$ cat config.mk
export PLATFORM = sky130hd
export DESIGN_NAME = level_ctrl
export DESIGN_NICKNAME = d
export VERILOG_FILES = /design/src/rtl/level_pkg.sv /design/src/rtl/btn_debounce.sv /design/src/rtl/level_ctrl.sv
export SDC_FILE = /design/constraint.sdc
export NUM_CORES = 1
export LEC_CHECK = 0
export CAP_MARGIN = 40
export CORE_ASPECT_RATIO = 0.75
export CORE_MARGIN = 2
export CORE_UTILIZATION = 45
export CTS_CLUSTER_SIZE = 10
export DETAILED_ROUTE_END_ITERATION = 8
export HOLD_SLACK_MARGIN = 0.12
export PLACE_DENSITY = 0.64
export SLEW_MARGIN = 20
export SYNTH_ARGS = -nofsm -noshare
export SYNTH_HDL_FRONTEND = slang
export SYNTH_SLANG_ARGS = --single-unit
$ cat constraint.sdc
create_clock -name clk -period 1.7 [get_ports clk]
set_input_delay 0.17 -clock clk [delete_from_list [all_inputs] [get_ports clk]]
set_output_delay 0.17 -clock clk [all_outputs]
set_load 0.02 [all_outputs]
$ cat src/rtl/level_pkg.sv
// level_pkg: level range constants shared by level_ctrl and the thermometer-encoder test.
package level_pkg;
   localparam int LEVEL_W = 3;
   localparam logic [LEVEL_W-1:0] LEVEL_MAX = 3'd7;
   localparam logic [LEVEL_W-1:0] LEVEL_MIN = 3'd0;
   typedef logic [LEVEL_W-1:0] level_t;
endpackage

$ cat src/rtl/btn_debounce.sv
// btn_debounce: 2-flop synchronizer, counter debounce and one-cycle press pulse on debounced rise.
module btn_debounce #(
   parameter int DEBOUNCE_CYCLES = 16
) (
   input  logic clk,
   input  logic rst_n,
   input  logic raw,
   output logic pressed
);
   localparam int CW = $clog2(DEBOUNCE_CYCLES + 1);
   logic s1, s2, db, db_q;
   logic [CW-1:0] cnt;
   always_ff @(posedge clk or negedge rst_n)
      if (!rst_n) begin
         s1   <= 1'b0;
         s2   <= 1'b0;
         db   <= 1'b0;
         db_q <= 1'b0;
         cnt  <= '0;
      end else begin
         s1   <= raw;
         s2   <= s1;
         db_q <= db;
         if (s2 == db) cnt <= '0;
         else if (cnt == CW'(DEBOUNCE_CYCLES)) begin
            db  <= ~db;
            cnt <= '0;
         end else cnt <= cnt + CW'(1);
      end
   always_comb pressed = db & ~db_q;
endmodule

$ cat src/rtl/level_ctrl.sv
// level_ctrl: debounced up/down buttons step a saturating 0..7 level.
// Define LEVEL_DECAY_EN to add an idle timer that steps the level down every DECAY_CYCLES.
module level_ctrl
   import level_pkg::*;
#(
   parameter int DEBOUNCE_CYCLES = 16,
   parameter int DECAY_CYCLES    = 1000000
) (
   input  logic               clk,
   input  logic               rst_n,
   input  logic               btn_up,
   input  logic               btn_down,
   output logic [LEVEL_W-1:0] level,
   output logic               at_max,
   output logic               at_min,
   output logic               changed
);
   logic up_p, dn_p, decay, up_ev, dn_ev;
   level_t level_nxt;
   btn_debounce #(.DEBOUNCE_CYCLES(DEBOUNCE_CYCLES)) u_up (.clk(clk), .rst_n(rst_n), .raw(btn_up), .pressed(up_p));
   btn_debounce #(.DEBOUNCE_CYCLES(DEBOUNCE_CYCLES)) u_dn (.clk(clk), .rst_n(rst_n), .raw(btn_down), .pressed(dn_p));
`ifdef LEVEL_DECAY_EN
   localparam int TW = $clog2(DECAY_CYCLES + 1);
   logic [TW-1:0] timer;
   always_comb decay = ~(up_p | dn_p) && timer == TW'(DECAY_CYCLES - 1);
   always_ff @(posedge clk or negedge rst_n)
      if (!rst_n) timer <= '0;
      else timer <= (up_p | dn_p | decay) ? '0 : timer + TW'(1);
`else
   always_comb decay = 1'b0;
`endif
   // simultaneous presses cancel; decay only fires when neither button pressed
   always_comb begin
      up_ev = up_p & ~dn_p;
      dn_ev = (dn_p & ~up_p) | decay;
      level_nxt = (up_ev && level != LEVEL_MAX) ? level + level_t'(1) :
                  (dn_ev && level != LEVEL_MIN) ? level - level_t'(1) : level;
   end
   always_ff @(posedge clk or negedge rst_n)
      if (!rst_n) begin
         level   <= LEVEL_MIN;
         changed <= 1'b0;
      end else begin
         level   <= level_nxt;
         changed <= level_nxt != level;
      end
   always_comb begin
      at_max = level == LEVEL_MAX;
      at_min = level == LEVEL_MIN;
   end
endmodule

Yosys cells after proc, flatten, opt, wreduce, memory -nomap -nowiden
Index checks and enable logic that the tools add are counted.

Register bits after elaboration: 22. Latch bits: 0. RAM bits: 0. Bits in read-only memories: 0. Logic and storage cells: 47. Memories: 0.

Add/sub/neg operators: 4. $mul: 0. Div/mod/pow operators: 0. Magnitude comparators: 0. Eq/ne operators: 7. Shift operators: 0. Multiplexer cells: 6. Bitwise gates (word level): 12. Reductions and logical operators: 6.

Operators by type and width (number): two-way mux 5 bit (4); adder 5 x 1 -> 5 bit (second input constant) (2); equality test 5 bit (second input constant) (2); inverter 1 bit (8); two-way mux 3 bit (2); bitwise AND 1 bit (4); AND reduction 2 bit (2); adder 3 x 1 -> 3 bit (second input constant) (1); equality test 3 bit (second input constant) (1); zero test 3 bit (1); inequality test 3 bit (1); inequality test 3 bit (second input constant) (1); nonzero test 3 bit (1); subtractor 3 x 1 -> 3 bit (second input constant) (1); equality test 1 bit (2); logical AND 1 bit (2).

Longest topological paths before layout
Depth in word-level cells: 8. Mapped depth: 6.

Hierarchy
From an unflattened synthesis, not the netlist that was laid out.

Cell total of the unflattened synthesis: 88. Area total of the unflattened synthesis: 1023.5 um^2.

Modules (own cells, without submodules): btn_debounce (instances 2, cells each 29, area each 360.3 um^2, sequential area each 225.2 um^2); level_ctrl (instances 1, cells each 30, area each 302.8 um^2, sequential area each 100.1 um^2).

Worst setup path before layout
Ideal clock, no wire load.

Kind: reg2reg. From: register level[0]. To: register level[1]. Data arrival time: 1666 ps. Data required time: 1634 ps. Path slack: -32 ps. Cell stages (with the launch flop): 6. Buffers on the path: 0. Period minus slack after synthesis: 1732 ps. Path through: dfrtp_1 -> ha_1 -> ha_1 -> or3_4 -> mux2_4 -> nand2_1.

Word-level cells in the longest chain between the ends: 4. Elaborated cells on any way between the ends: 8.

RTL lines: start, declared (line level_ctrl.sv:13) `output logic [LEVEL_W-1:0] level,`; start signal, assigned (line level_ctrl.sv:44) `level <= level_nxt;`; branches (longest 3 deep; another with subtractor 3 x 1 -> 3 bit); two-way mux 3 bit * (line level_ctrl.sv:36) `level_nxt = (up_ev && level != LEVEL_MAX) ? level + level_t'(1) :`; via level_nxt[1] (line level_ctrl.sv:19) `level_t level_nxt;`.

Mark *: on every way through the listed nets, which the timed path passes. A chain may end at the register's enable or synchronous reset.

Final worst setup path
From: register level[1]. To: register level[1].

Same word-level chain as after synthesis.

==> out/metrics.cfg <==
[timing]
rsz0062_at_grt=false
setup_tns_ps=0
fmax_mhz=624
worstMarginPinSlew_ps=384
holdWs_ps=191
finalHoldViolCount=0
layout_min_cycle_time_ps=1600
finalSetupViolations=0
postLayoutSetupSlackWorst_ps=96.3
drv_slew=0
post-route-period-util_pct=94.3
slew-limit-headroom_pct=74.2
skew_ps=8.24

[drt]
wl_met2_um=651
top_layer=met4
drt-pass1-iter-count=4
vias=571
routed-wl-met3_um=92
ant_nets=0
wirelength_um=1430
drt_iter0_markers=19
drc=0
wl_met1_um=671
wl_per_cell_um=12.1
viasPerCell=4.84

[global_routing]
grt_pass1_vias=599
antenna_found_initial=0
grt_start_max_net_pins=23
grt.overflow.total=0
grt_pass1_wl_um=2630
grt_usage_pct=14.1

[clock_network]
cts_tree=built
clk_latency_ps=300
cts.root.buffer_cell=clkbuf_4
cts.sinks=22
cts_max_path_buffers=2
cts_made_buffers=3
path_clk_slew_ps=120
h-tree-depth=1
cts_hold_repair.buffers=0

[setup_path]
reg2reg_to=level[1]$_DFF_PN0_
r2r_cells=5
worstSetupPathType=register to register
end_kind=register
worstPathArrival_ps=1850
rr_startpoint=level[1]$_DFF_PN0_
rrSetupSlack_ps=100
critPathRequiredTime_ps=1940
startpoint_type=register
path_max_fanout=5
crit_start=level[1]$_DFF_PN0_

[synth]
synth_edf_count=0
netlist_instances=80
yosys.area.top_type_share_pct=56.7
yosysWarningCount=0
yosysSeqAreaShare_pct=56.7
yosysMostFrequentCell=dfrtp_1
synthArstFlopShare_pct=100
ys_seq_elements=22
synth_cell_types=22
synth_area_um2=971
synth_top_cell_by_area=dfrtp_1
avgSynthCellArea_um2=12.1
synth_nets=92
synth-main-ff-cell=dfrtp_1
ys_top_cells_by_area=dfrtp_1 (57%), ha_1 (10%), xor2_1 (4.5%)
ys_top_cells_by_count=dfrtp_1 (22), ha_1 (8), nor2_1 (8)

[floorplan]
num_rows=14
fp.dieArea_um2=2550
num_io_pins=10
die_h_um=44.2
die_w_um=57.6
core_area_um2=2010
initial_core_util_pct=48.2

[cells_and_area]
nets=107
largest_registers=u_dn.cnt (5), u_up.cnt (5), level (3)
syn2layout_area_growth_pct=18.2
final_core_util_pct=57.0
drive_above_1_share_pct=12.8
num_antenna_cells=0

[power_and_ir_drop]
ir_worst_vdd_v=0.000775
power_leakage_nw=0.557
pwr_density_cell_nw_per_um2=871

[worst_hold_path]
hp-class=input pin to asynchronous set/reset pin

[job]
cap_viol_max_count=0

[placed_design]
place_ws_ps=71.7
gp_congestion=0.766
dp_hpwl_um=1130
place.port_buffers=9

[run_status]
status=finished clean

## layout by cell type (no fill, tap or decap), types with 2 or more instances in the layout
| cell type | count |
|---|---|
| dfrtp_1 | 22 |
| nor2_1 | 8 |
| ha_1 | 7 |
| clkdlybuf4s50_1 | 7 |
| inv_1 | 6 |
| xor2_1 | 5 |
| nand3_1 | 5 |
| nand2_1 | 5 |
| xnor2_1 | 4 |
| and2_1 | 3 |
| clkbuf_4 | 3 |
| mux2_2 | 2 |
## how the worst max path moves through the flow
stage,to
2_1_floorplan,level[1]$_DFF_PN0_
3_3_place_gp,at_min
3_5_place_dp,at_min
4_1_cts,at_min
5_1_grt,at_min
6_report,level[1]$_DFF_PN0_
## area by class of cell
| cell class | instances | area [um^2] |
|---|---|---|
| timing repair buffer | 10 | 91.3 |
| clock inverter | 1 | 30.0 |
| fill | 167 | 867 |
| sequential | 22 | 551 |
| inverter | 6 | 22.5 |
| clock buffer | 3 | 22.5 |
| tap | 24 | 30.0 |
| multi-input combinational | 52 | 400 |
## power by group
group / internal, mW / switching, mW / total [mW]
Sequential: 0.540 / 0.0145 / 0.555
Clock: 0.238 / 0.152 / 0.390
Combinational: 0.0254 / 0.0290 / 0.0544
## critical path, stage by stage, from the launching register on
cell	delay [ps]
dfrtp_1	430
ha_1	210
ha_2	180
or3_4	410
mux2_4	270
nand2_1	60
## cell families (layout without fill, tap and decap cells)
group           count (synthesis)  count (layout)  share of synthesized area, %
simple gates                   29              29                          16.5
flops                          22              22                          56.7
xor+xnor                        9               9                          8.12
fa+ha+maj                       8               8                          10.3
buf+inv                         6              20                          2.32
compound gates                  3               3                          2.19
mux                             3               3                          3.87
## through the flow
step | cells | total power, mW | area, um^2
floorplan | 80 | 0.591 | 973
global placement | 114 | 0.619 | 1100
detailed placement | 114 | 0.622 | 1100
CTS | 118 | 1.02 | 1150
global route | 118 | 1.06 | 1150
finish | 118 | 0.999 | 1150
## timing repair
action | 4_1_cts | 5_1_grt
setup endpoints to repair | 2 | 1
endpoints found under the hold margin | 0 | 0
setup buffers | 0 | 0
gates cloned | 0 | 0
pin swaps | 0 | 0
resized for setup | 3 | 1
## metal layers
| metal | track usage (%) | vias to the layer above |
|---|---|---|
| met5 | 0 | - |
| met4 | 2.79 | 0 |
| met3 | 6.14 | 2 |
| met2 | 22.7 | 16 |
| met1 | 18.0 | 265 |
| li1 | - | 288 |
Power figures use the tool's default switching activity.
